**src/rtl/rpn_pkg.sv**
```systemverilog
// Shared opcodes, FSM states, error codes and opcode helpers for the RPN sequencer.
package rpn_pkg;

    localparam logic [2:0] OP_ADD = 3'd0;
    localparam logic [2:0] OP_SUB = 3'd1;
    localparam logic [2:0] OP_AND = 3'd2;
    localparam logic [2:0] OP_OR  = 3'd3;
    localparam logic [2:0] OP_XOR = 3'd4;
    localparam logic [2:0] OP_NOT = 3'd5;
    localparam logic [2:0] OP_SHL = 3'd6;
    localparam logic [2:0] OP_INV = 3'd7;

    typedef enum logic [1:0] {IDLE, LOAD, EXEC, WB} state_t;

    localparam logic [1:0] ERR_NONE = 2'b00;
    localparam logic [1:0] ERR_OVF  = 2'b01;
    localparam logic [1:0] ERR_UNF  = 2'b10;
    localparam logic [1:0] ERR_INV  = 2'b11;

    function automatic logic IS_UNARY(input logic [2:0] op);
        return (op == OP_NOT) || (op == OP_SHL);
    endfunction

    function automatic logic IS_VALID(input logic [2:0] op);
        return op != OP_INV;
    endfunction

endpackage

```
**src/rtl/rpn_sequenciador_if.sv**
```systemverilog
// Command, ALU and status bundle between input logic, sequencer and ALU.
interface rpn_sequenciador_if #(
    parameter int WIDTH       = 8,
    parameter int STACK_DEPTH = 4
);
    localparam int DW = $clog2(STACK_DEPTH) + 1;

    logic             PUSH;
    logic             OP_GO;
    logic             CLEAR;
    logic [2:0]       OPCODE;
    logic [WIDTH-1:0] DATA_IN;
    logic [WIDTH-1:0] ALU_A;
    logic [WIDTH-1:0] ALU_B;
    logic [2:0]       ALU_OP;
    logic [WIDTH-1:0] ALU_RESULT;
    logic             CARRY_ENABLE;
    logic [WIDTH-1:0] TOP;
    logic [DW-1:0]    DEPTH;
    logic             BUSY;
    logic             ERROR;
    logic [1:0]       ERR_CODE;

    modport master (
        output PUSH, OP_GO, CLEAR, OPCODE, DATA_IN, ALU_RESULT,
        input  ALU_A, ALU_B, ALU_OP, CARRY_ENABLE,
        input  TOP, DEPTH, BUSY, ERROR, ERR_CODE
    );

    modport slave (
        input  PUSH, OP_GO, CLEAR, OPCODE, DATA_IN, ALU_RESULT,
        output ALU_A, ALU_B, ALU_OP, CARRY_ENABLE,
        output TOP, DEPTH, BUSY, ERROR, ERR_CODE
    );

endinterface

```
**src/rtl/rpn_pilha.sv**
```systemverilog
// Operand stack: storage, depth counter, push / pop2_push / replace_top strobes.
module rpn_pilha #(
    parameter int WIDTH       = 8,
    parameter int STACK_DEPTH = 4,
    localparam int AW         = $clog2(STACK_DEPTH),
    localparam int DW         = AW + 1
) (
    input  logic             clk_i,
    input  logic             rst_i,
    input  logic             clear_i,
    input  logic             push_i,
    input  logic             pop2_push_i,
    input  logic             replace_top_i,
    input  logic [WIDTH-1:0] data_i,
    input  logic [WIDTH-1:0] result_i,
    output logic [WIDTH-1:0] top_o,
    output logic [WIDTH-1:0] second_o,
    output logic [DW-1:0]    depth_o
);

    logic [WIDTH-1:0] mem_q [STACK_DEPTH];
    logic [WIDTH-1:0] mem_d [STACK_DEPTH];
    logic [DW-1:0]    depth_q, depth_d;
    logic [AW-1:0]    top_idx, sec_idx, push_idx;

    // Low index bits wrap correctly, including when the stack is full.
    assign push_idx = depth_q[AW-1:0];
    assign top_idx  = depth_q[AW-1:0] - 1'b1;
    assign sec_idx  = depth_q[AW-1:0] - AW'(2);

    assign top_o    = (depth_q == '0) ? '0 : mem_q[top_idx];
    assign second_o = (depth_q < DW'(2)) ? '0 : mem_q[sec_idx];
    assign depth_o  = depth_q;

    always_comb begin
        mem_d   = mem_q;
        depth_d = depth_q;
        if (clear_i) begin
            for (int i = 0; i < STACK_DEPTH; i++) mem_d[i] = '0;
            depth_d = '0;
        end else if (push_i) begin
            mem_d[push_idx] = data_i;
            depth_d         = depth_q + 1'b1;
        end else if (pop2_push_i) begin
            mem_d[sec_idx] = result_i;
            depth_d        = depth_q - 1'b1;
        end else if (replace_top_i) begin
            mem_d[top_idx] = result_i;
        end
    end

    always_ff @(posedge clk_i or posedge rst_i) begin
        if (rst_i) begin
            for (int i = 0; i < STACK_DEPTH; i++) mem_q[i] <= '0;
            depth_q <= '0;
        end else begin
            mem_q   <= mem_d;
            depth_q <= depth_d;
        end
    end

endmodule

```
**src/rtl/rpn_sequenciador.sv**
```systemverilog
// RPN ALU sequencer: IDLE->LOAD->EXEC->WB around a combinational ALU.
// RPN_CARRY_CHAIN_EN: carry load enable only for ADD/SUB/SHL.
module rpn_sequenciador
    import rpn_pkg::*;
#(
    parameter int WIDTH       = 8,
    parameter int STACK_DEPTH = 4
) (
    input logic         CLOCK,
    input logic         RESET,
    rpn_sequenciador_if.slave bus
);

    localparam int DW = $clog2(STACK_DEPTH) + 1;

    state_t           state_q, state_d;
    logic [WIDTH-1:0] a_q, a_d, b_q, b_d, res_q, res_d;
    logic [2:0]       op_q, op_d;
    logic             err_q, err_d;
    logic [1:0]       code_q, code_d, fault;
    logic             push, pop2, repl, stk_clr;
    logic [WIDTH-1:0] top, second;
    logic [DW-1:0]    depth;

    rpn_pilha #(.WIDTH(WIDTH), .STACK_DEPTH(STACK_DEPTH)) u_pilha (
        .clk_i        (CLOCK),
        .rst_i        (RESET),
        .clear_i      (stk_clr),
        .push_i       (push),
        .pop2_push_i  (pop2),
        .replace_top_i(repl),
        .data_i       (bus.DATA_IN),
        .result_i     (res_q),
        .top_o        (top),
        .second_o     (second),
        .depth_o      (depth)
    );

    always_comb begin
        state_d = state_q;
        a_d     = a_q;
        b_d     = b_q;
        op_d    = op_q;
        res_d   = res_q;
        err_d   = err_q;
        code_d  = code_q;
        fault   = ERR_NONE;
        push    = 1'b0;
        pop2    = 1'b0;
        repl    = 1'b0;
        stk_clr = 1'b0;
        if (bus.CLEAR) begin
            state_d = IDLE;
            err_d   = 1'b0;
            code_d  = ERR_NONE;
            stk_clr = 1'b1;
        end else begin
            unique case (state_q)
                IDLE: begin
                    if (bus.OP_GO) begin
                        if (!IS_VALID(bus.OPCODE)) begin
                            fault = ERR_INV;
                        end else if (IS_UNARY(bus.OPCODE)) begin
                            if (depth != '0) begin
                                a_d     = top;
                                b_d     = '0;
                                op_d    = bus.OPCODE;
                                state_d = LOAD;
                            end else begin
                                fault = ERR_UNF;
                            end
                        end else if (depth >= DW'(2)) begin
                            a_d     = second;
                            b_d     = top;
                            op_d    = bus.OPCODE;
                            state_d = LOAD;
                        end else begin
                            fault = ERR_UNF;
                        end
                    end else if (bus.PUSH) begin
                        if (depth == DW'(STACK_DEPTH)) fault = ERR_OVF;
                        else push = 1'b1;
                    end
                end
                LOAD: state_d = EXEC;
                EXEC: begin
                    res_d   = bus.ALU_RESULT;
                    state_d = WB;
                end
                WB: begin
                    state_d = IDLE;
                    if (IS_UNARY(op_q)) repl = 1'b1;
                    else pop2 = 1'b1;
                end
            endcase
            // Only the first error since CLEAR/RESET is reported.
            if (fault != ERR_NONE) begin
                err_d = 1'b1;
                if (!err_q) code_d = fault;
            end
        end
    end

    always_ff @(posedge CLOCK or posedge RESET) begin
        if (RESET) begin
            state_q <= IDLE;
            a_q     <= '0;
            b_q     <= '0;
            op_q    <= '0;
            res_q   <= '0;
            err_q   <= 1'b0;
            code_q  <= ERR_NONE;
        end else begin
            state_q <= state_d;
            a_q     <= a_d;
            b_q     <= b_d;
            op_q    <= op_d;
            res_q   <= res_d;
            err_q   <= err_d;
            code_q  <= code_d;
        end
    end

`ifdef RPN_CARRY_CHAIN_EN
    assign bus.CARRY_ENABLE = (state_q == WB) &&
        ((op_q == OP_ADD) || (op_q == OP_SUB) || (op_q == OP_SHL));
`else
    assign bus.CARRY_ENABLE = (state_q == WB);
`endif

    assign bus.ALU_A    = a_q;
    assign bus.ALU_B    = b_q;
    assign bus.ALU_OP   = op_q;
    assign bus.TOP      = top;
    assign bus.DEPTH    = depth;
    assign bus.BUSY     = (state_q != IDLE);
    assign bus.ERROR    = err_q;
    assign bus.ERR_CODE = code_q;

endmodule

```
**src/flat_wrapper.sv**
```systemverilog
// flat-port wrapper written by rule: the top's interface ports become plain ports
module rpn_sequenciador_flat import rpn_pkg::*;
#(
    parameter int WIDTH       = 8,
    parameter int STACK_DEPTH = 4
)
  (CLOCK, RESET, bus_PUSH, bus_OP_GO, bus_CLEAR, bus_OPCODE, bus_DATA_IN, bus_ALU_RESULT, bus_ALU_A, bus_ALU_B, bus_ALU_OP, bus_CARRY_ENABLE, bus_TOP, bus_DEPTH, bus_BUSY, bus_ERROR, bus_ERR_CODE);
  rpn_sequenciador_if #(.WIDTH(WIDTH), .STACK_DEPTH(STACK_DEPTH)) bus_i ();
  input logic CLOCK;
  input logic RESET;
  input wire logic [$bits(bus_i.PUSH)-1:0] bus_PUSH;
  input wire logic [$bits(bus_i.OP_GO)-1:0] bus_OP_GO;
  input wire logic [$bits(bus_i.CLEAR)-1:0] bus_CLEAR;
  input wire logic [$bits(bus_i.OPCODE)-1:0] bus_OPCODE;
  input wire logic [$bits(bus_i.DATA_IN)-1:0] bus_DATA_IN;
  input wire logic [$bits(bus_i.ALU_RESULT)-1:0] bus_ALU_RESULT;
  output wire logic [$bits(bus_i.ALU_A)-1:0] bus_ALU_A;
  output wire logic [$bits(bus_i.ALU_B)-1:0] bus_ALU_B;
  output wire logic [$bits(bus_i.ALU_OP)-1:0] bus_ALU_OP;
  output wire logic [$bits(bus_i.CARRY_ENABLE)-1:0] bus_CARRY_ENABLE;
  output wire logic [$bits(bus_i.TOP)-1:0] bus_TOP;
  output wire logic [$bits(bus_i.DEPTH)-1:0] bus_DEPTH;
  output wire logic [$bits(bus_i.BUSY)-1:0] bus_BUSY;
  output wire logic [$bits(bus_i.ERROR)-1:0] bus_ERROR;
  output wire logic [$bits(bus_i.ERR_CODE)-1:0] bus_ERR_CODE;
  assign bus_i.PUSH = bus_PUSH;
  assign bus_i.OP_GO = bus_OP_GO;
  assign bus_i.CLEAR = bus_CLEAR;
  assign bus_i.OPCODE = bus_OPCODE;
  assign bus_i.DATA_IN = bus_DATA_IN;
  assign bus_i.ALU_RESULT = bus_ALU_RESULT;
  assign bus_ALU_A = bus_i.ALU_A;
  assign bus_ALU_B = bus_i.ALU_B;
  assign bus_ALU_OP = bus_i.ALU_OP;
  assign bus_CARRY_ENABLE = bus_i.CARRY_ENABLE;
  assign bus_TOP = bus_i.TOP;
  assign bus_DEPTH = bus_i.DEPTH;
  assign bus_BUSY = bus_i.BUSY;
  assign bus_ERROR = bus_i.ERROR;
  assign bus_ERR_CODE = bus_i.ERR_CODE;
  rpn_sequenciador #(.WIDTH(WIDTH), .STACK_DEPTH(STACK_DEPTH)) u_core (.CLOCK(CLOCK), .RESET(RESET), .bus(bus_i));
endmodule
```
**config.mk**
```make
export PLATFORM = sky130hd
export DESIGN_NAME = rpn_sequenciador_flat
export DESIGN_NICKNAME = d
export VERILOG_FILES = /design/src/rtl/rpn_pkg.sv /design/src/rtl/rpn_sequenciador_if.sv /design/src/rtl/rpn_pilha.sv /design/src/rtl/rpn_sequenciador.sv /design/src/flat_wrapper.sv
export SDC_FILE = /design/constraint.sdc
export NUM_CORES = 1
export LEC_CHECK = 0
export BUFFER_PORTS_ARGS = -buffer_cell sky130_fd_sc_hd__buf_2
export CORE_ASPECT_RATIO = 0.8
export CORE_MARGIN = 2
export CORE_UTILIZATION = 45
export CTS_CLUSTER_SIZE = 8
export DETAILED_ROUTE_END_ITERATION = 8
export PLACE_DENSITY = 0.77
export SLEW_MARGIN = 5
export SYNTH_ARGS = -nofsm -noshare
export SYNTH_HDL_FRONTEND = slang
export SYNTH_SLANG_ARGS = --single-unit
export TNS_END_PERCENT = 10
```
**constraint.sdc**
```tcl
create_clock -name CLOCK -period 3.2 [get_ports CLOCK]
set_input_delay 0.16 -clock CLOCK [delete_from_list [all_inputs] [get_ports CLOCK]]
set_output_delay 0.16 -clock CLOCK [all_outputs]
set_load 0.05 [all_outputs]
```
[Word-level counts from Yosys, hierarchy flattened]
Cells that the tools add are included.
Storage, ports and cells
  input port bits: 24
  logic and storage cells: 127
  output and inout port bits: 35
  bits in registers: 67
Cells by class
  equal/unequal tests: 15
  reductions and logical operators: 18
  bitwise gates (word level): 4
  multiplexer cells: 66
  magnitude comparators: 8
  $add $sub $neg: 4
Operators with widths (number)
  32-bit 2-to-1 mux: 4
  8-bit 2-to-1 mux: 15
  32-bit bitwise mux: 3
  8-bit demux with 2-bit select: 3
  2-bit 2-to-1 mux: 17
  8-bit binary-select mux with 2-bit select: 2
  3-bit 2-to-1 mux: 6
  3-bit equality test, second input constant: 5
  1-bit 2-to-1 mux: 15
  3-bit greater-or-equal comparator, second input constant: 3
  3-bit by 1-bit < comparator with 1-bit output, second input constant: 3
  2-bit NOT with 3-bit output: 3
  2-bit case mux with 4 select lines: 1
  2-bit nonzero test: 4
  3-bit != test, second input constant: 2
  6-bit AND reduction: 1
  3-bit nonzero test: 2
  2-bit equality test, second input constant: 2
  2-bit != test, second input constant: 2
  4-bit by 2-bit != test with 1-bit output, second input constant: 1
  4-bit != test, second input constant: 1
  2-bit AND reduction: 2
  4-bit AND reduction: 1
  4-bit nonzero test: 1
  13 further kinds: 16

[Logic depth before layout (Yosys ltp)]
  depth in word-level cells: 11
  gate-level depth with buffers: 12
  mapped depth without buffers: 9

[By module]
Synthesis repeated with hierarchy kept, for this count alone.
Second synthesis, totals
  cells, all modules: 342
  area total of the unflattened synthesis: 4076.4 µm²
Modules (own cells, without submodules)
  rpn_pilha: instances 1, sequential area each 875.8 µm², cells an instance 196, area an instance 2551.2 µm²
  rpn_sequenciador: instances 1, sequential area each 800.8 µm², cells an instance 146, area an instance 1525.2 µm²

[Worst setup path before layout]
No wires, ideal clock.
  path kind: register -> register
  start point: reg u_core.u_pilha.depth_q[0] (netlist: u_core.u_pilha.depth_o[0])
  end point: reg u_core.u_pilha.depth_q[2] (netlist: u_core.u_pilha.depth_o[2])
  period minus slack after synthesis: 3.224 ns
  stages on the path, launching flop included: 13
  buffers on the path: 3
  data required time: 3.068 ns
  setup slack: -0.024 ns
  library setup time: 0.132 ns
  arrival time: 3.092 ns
  path through: dfrtp_1 buf_2 buf_2 inv_1 ha_1 a21bo_1 buf_4 nor3_1 inv_1 fa_1 mux2i_1 xnor2_1 nor2_1
On the way
  longest elaborated chain between the ends: 8
  elaborated cells on any way between the ends: 12
  classes of those cells: add/sub (2); eq/ne (1); mux (8); reduce/logical (1)
RTL lines
  start, declared: line rpn_pilha.sv:23  | logic [DW-1:0] depth_q, depth_d;
  start signal, assigned: line rpn_pilha.sv:58  | depth_q <= depth_d;
  3-bit equality test: line rpn_sequenciador.sv:81  | if (depth == DW'(STACK_DEPTH)) fault = ERR_OVF;
  1-bit 2-to-1 mux: line rpn_sequenciador.sv:81
  1-bit 2-to-1 mux: line rpn_sequenciador.sv:80  | end else if (bus.PUSH) begin
  1-bit 2-to-1 mux: line rpn_sequenciador.sv:60  | if (bus.OP_GO) begin
  1-bit 2-to-1 mux: line rpn_sequenciador.sv:58  | unique case (state_q)
  1-bit 2-to-1 mux: line rpn_sequenciador.sv:52  | if (bus.CLEAR) begin
  3-bit 2-to-1 mux: line rpn_pilha.sv:41  | end else if (push_i) begin
  3-bit 2-to-1 mux: line rpn_pilha.sv:38  | if (clear_i) begin
Parallel ways exist; a longest one is shown, timed or not. The select of a mux whose other input is x is not followed.
A chain may end at the register's enable or synchronous reset.

[Worst setup path after layout]
  start point: reg u_core.u_pilha.depth_q[1] (netlist: u_core.u_pilha.depth_o[1])
  end point: reg u_core.b_q[6] (netlist: u_core.bus.ALU_B[6])
On the way
  longest elaborated chain between the ends: 8
  elaborated cells on any way between the ends: 14
  classes of those cells: add/sub (1); order compare (1); eq/ne (1); mux (6); bitwise (1); reduce/logical (4)
RTL lines
  2-bit by 1-bit subtractor with 2-bit output: line rpn_pilha.sv:28  | assign top_idx = depth_q[AW-1:0] - 1'b1;
  2-bit NOT with 3-bit output (not written as such): line rpn_pilha.sv:31  | assign top_o = (depth_q == '0) ? '0 : mem_q[top_idx];
  8-bit binary-select mux with 2-bit select: line rpn_pilha.sv:31
  8-bit 2-to-1 mux (not written as such) (2 in series): line rpn_pilha.sv:31
  8-bit 2-to-1 mux: line rpn_pilha.sv:31
  8-bit 2-to-1 mux: line rpn_sequenciador.sv:72  | end else if (depth >= DW'(2)) begin
  8-bit 2-to-1 mux: line rpn_sequenciador.sv:63  | end else if (IS_UNARY(bus.OPCODE)) begin
  end signal, assigned: line rpn_sequenciador.sv:108  | b_q <= '0;
  end signal, assigned: line rpn_sequenciador.sv:116  | b_q <= b_d;
  end, declared: line rpn_sequenciador.sv:17  | logic [WIDTH-1:0] a_q, a_d, b_q, b_d, res_q, res_d;
Parallel ways exist; a longest one is shown, timed or not. The select of a mux whose other input is x is not followed.

==> summary.txt <==
Cells and area
  – Number of diodes: 0
  – Area growth from synthesis to layout: 16.8%
  – Final std cells w/o fill: 546
  – Fillers: 810
  – Layout net count: 461
  – Share of post-route cells with drive strength above 1: 36.2%

Worst hold path
  – Hold worst-path end: u_core.res_q[7]
  – Worst Hold Launch: bus_ALU_RESULT[7]
  – WHS Path Cells: 2
  – Hold Crit Class: in -> reg

Run status
  – Status: finished clean

Setup path
  – R2R setup slack: between 0.5 and 0.6 ns
  – Crit path launch: u_core.u_pilha.depth_o[1]
  – Crit start category: register
  – Crit path DAT: about 2.8 ns
  – Req. time, crit path: 3.43 ns
  – Crit-path cells: inv_1 > ha_1 > nand2b_1 > a32oi_1 > or4_1 > buf_4 > o31ai_1
  – WP buf/inv: 2
  – Crit-path leading delay family: simple AND/OR/NAND/NOR gates
  – Crit end category: register
  – CP Class: reg -> reg
  – RR Startpoint: u_core.u_pilha.depth_o[1]
  – FF-to-FF End: u_core.bus.ALU_B[6]
  – Slowest-stage cell, CP: or4_1
  – Crit Path Max Fanout: 32
  – Cell count of the worst reg-to-reg path: 7
  – Crit-path max cell delay: roughly 0.53 ns

Placed design
  – Final RePlAce weighted congestion: 0.862
  – Post-DP HPWL: a little over 7000 um
  – Placed Cells: around 530
  – Port bufs: 58

STA
  – Fmax: about 380 MHz
  – Tightest Pin Transition: 0.676 ns
  – Final Hold Vio Count: 0
  – Rel. slew slack: 54.9%
  – Setup TNS Final: 0 ns
  – Unrepaired setup endpoints after global routing: no
  – Fin. max-slew vios: 0
  – Skew final: 0.00499 ns
  – Min Tclk post-route: 2.60 ns
  – Tcrit/Tclk final: 81.4%
  – Final Setup Violations: 0

Global routing
  – First-pass GRT wire length: 16900 um
  – Global-route usage over all layers: 21.2%
  – Vias in the first global route: 3269
  – Antenna violations before repair: 0
  – Largest net degree at the start of global routing: 50
  – Grt ovf: 0

Die
  – Core area: ~9000 sq um
  – DIE WIDTH: 111 um
  – DIE AREA: 10000 sq um
  – Starting Density: 46.1%
  – Chip height: ~90 um
  – Cell row count: 31
  – Ports: 59

Drt
  – Routed length per instance: about 19 um
  – Iteration-0 DRC Markers: 371
  – DRC viols: 0
  – DRT Pass-1 Iters: 7
  – Total routed wirelength: 10200 um
  – Vias per cell: 5.86
  – Vias: about 3200
  – DRT antenna net count: 0

Pwr
  – Leakage dissipation: ~2.2 nW
  – Max VDD drop: between 0.3 and 0.4 mV
  – P per Cell Area: just under 900 nW/um^2

Synthesis
  – Async SR Flop Fraction: 100%
  – Distinct cells, synth: 46
  – Synth area leaders: dfrtp_1 (40%), mux2_2 (12%), mux4_2 (8.7%), a22oi_1 (5.8%), nor2b_1 (5.1%)
  – Syn_nets: between 400 and 500
  – Yosys warning total: 0
  – Post-synth top flop: dfrtp_1
  – Synth cell count leaders: dfrtp_1 (67), mux2_2 (43), nor2b_1 (34), a22oi_1 (32), inv_1 (29)
  – Most numerous cell in the Yosys netlist: dfrtp_1
  – Syn Inst Count: 372
  – Syn_area_per_cell: approximately 11 sq um
  – Number of synthesized flops with an enable pin: 0
  – Top cell type's share of synthesized area: 40.4%
  – Yosys reg bits: 67
  – Top cell type by total area after synthesis: dfrtp_1
  – Sequential element share of the synthesized area: between 40% and 50%
  – Synth Cell Area: 4150 sq um

Clocking
  – Clock root cell: clkbuf_16
  – Num CTS Buffers: 9
  – Clock Sinks: 67
  – Clock transition at path regs: 0.06 ns
  – Post-CTS Setup Inserts: 0
  – H-Tree Depth: 3
  – CTS tree: done
  – Skew-Pair Late Insertion Delay: 0.33 ns
  – Clk buf depth: 2
  – Post-CTS sizing: 0

Job
  – Max-cap violation count: 0
power by group:
| group | switching [mW] | leakage (nW) | internal, mW |
|---|---|---|---|
| Sequential | 0.221 | 0.905 | 1.05 |
| Combinational | 1.11 | 1.17 | 0.714 |
| Clock | 0.377 | 0.169 | 0.783 |
routing by layer:
layer	GRT usage, %	part of all wire, %
met3	6.27	8.1
met4	5.97	1.5
met5	0	0
met1	29.7	45
met2	32.2	45
cells in the final DEF, fill, tap and decap left out, drive strengths merged, types with 2 or more instances in the layout:
cell,netlist,layout
dfrtp,67,67
buf,13,63
mux2,43,43
nor2b,34,34
a22oi,32,32
inv,29,30
nand2,28,28
mux4,16,16
o21ai,16,16
nor2,11,11
ha,10,10
clkbuf,8,10
a2bb2oi,9,9
o31ai,8,8
mux2i,5,5
nor3,5,5
nand2b,4,4
a21oi,4,4
nand3,3,3
bufinv,0,3
xnor2,3,3
o2111a,2,2
a311o,2,2
xor2,2,2
a31oi,2,2
o211ai,2,2
how the worst max path moves through the flow:
| stage | to | slack (ns) | cells past startpoint |
|---|---|---|---|
| final | u_core.bus.ALU_B[6] | 0.60 | 7 |
| after global routing | u_core.bus.ALU_B[6] | 0.39 | 7 |
| after CTS | u_core.bus.ALU_B[6] | 0.58 | 7 |
| after detailed placement | u_core.bus.ALU_B[6] | 0.59 | 7 |
| after global placement | u_core.u_pilha.mem_q[7] | 0.76 | 7 |
| after floorplan | u_core.u_pilha.depth_o[2] | 0.16 | 12 |
what timing repair did:
| action | in CTS | in global routing |
|---|---|---|
| endpoints found under the hold margin | 18 | 0 |
| endpoints found under the setup margin | 0 | 0 |
| hold buffers | 1 | 0 |
registers in the layout, indices dropped and copies added (netlist names):
register / cells
u_core.u_pilha.mem_q: 32
u_core.bus.ALU_OP: 3
u_core.state_q: 2
u_core.bus.ALU_A: 8
u_core.bus.ALU_B: 8
u_core.u_pilha.depth_o: 3
u_core.bus.ERR_CODE: 2
u_core.bus.ERROR: 1
u_core.res_q: 8
kinds of logic after synthesis:
logic type | after synthesis | share of synthesized area (%)
compound gates | 84 | 15.7
xor+xnor | 5 | 1.24
fa+ha+maj | 11 | 3.50
buf+inv | 50 | 5.85
flops | 67 | 40.4
mux | 64 | 21.5
simple gates | 91 | 11.8
layout make-up:
cell class | count | area [sq um] | area share [%]
Timing Repair Buffer | 64 | 338 | 6.96
Clock inverter | 6 | 111 | 2.30
Tap cell | 115 | 144 | 2.97
Inverter | 29 | 109 | 2.24
Sequential cell | 67 | 1680 | 34.6
Clock buffer | 10 | 239 | 4.93
Multi-Input combinational cell | 255 | 2230 | 46.0
metrics by stage:
stage                     hold slack, ns  utilization [%]  setup WS (ns)  power, mW  cell area (sq um)
after global placement             0.161             49.9          0.758       2.99               4490
after detailed placement           0.165             49.9          0.591       3.07               4490
after CTS                         0.0576             53.9          0.584       4.25               4850
final                             0.0625             53.9          0.596       4.25               4850
after floorplan                    0.310                -          0.157       2.68               4150
after global routing              0.0636             53.9          0.392       4.47               4850
Power figures use the tool's default switching activity.
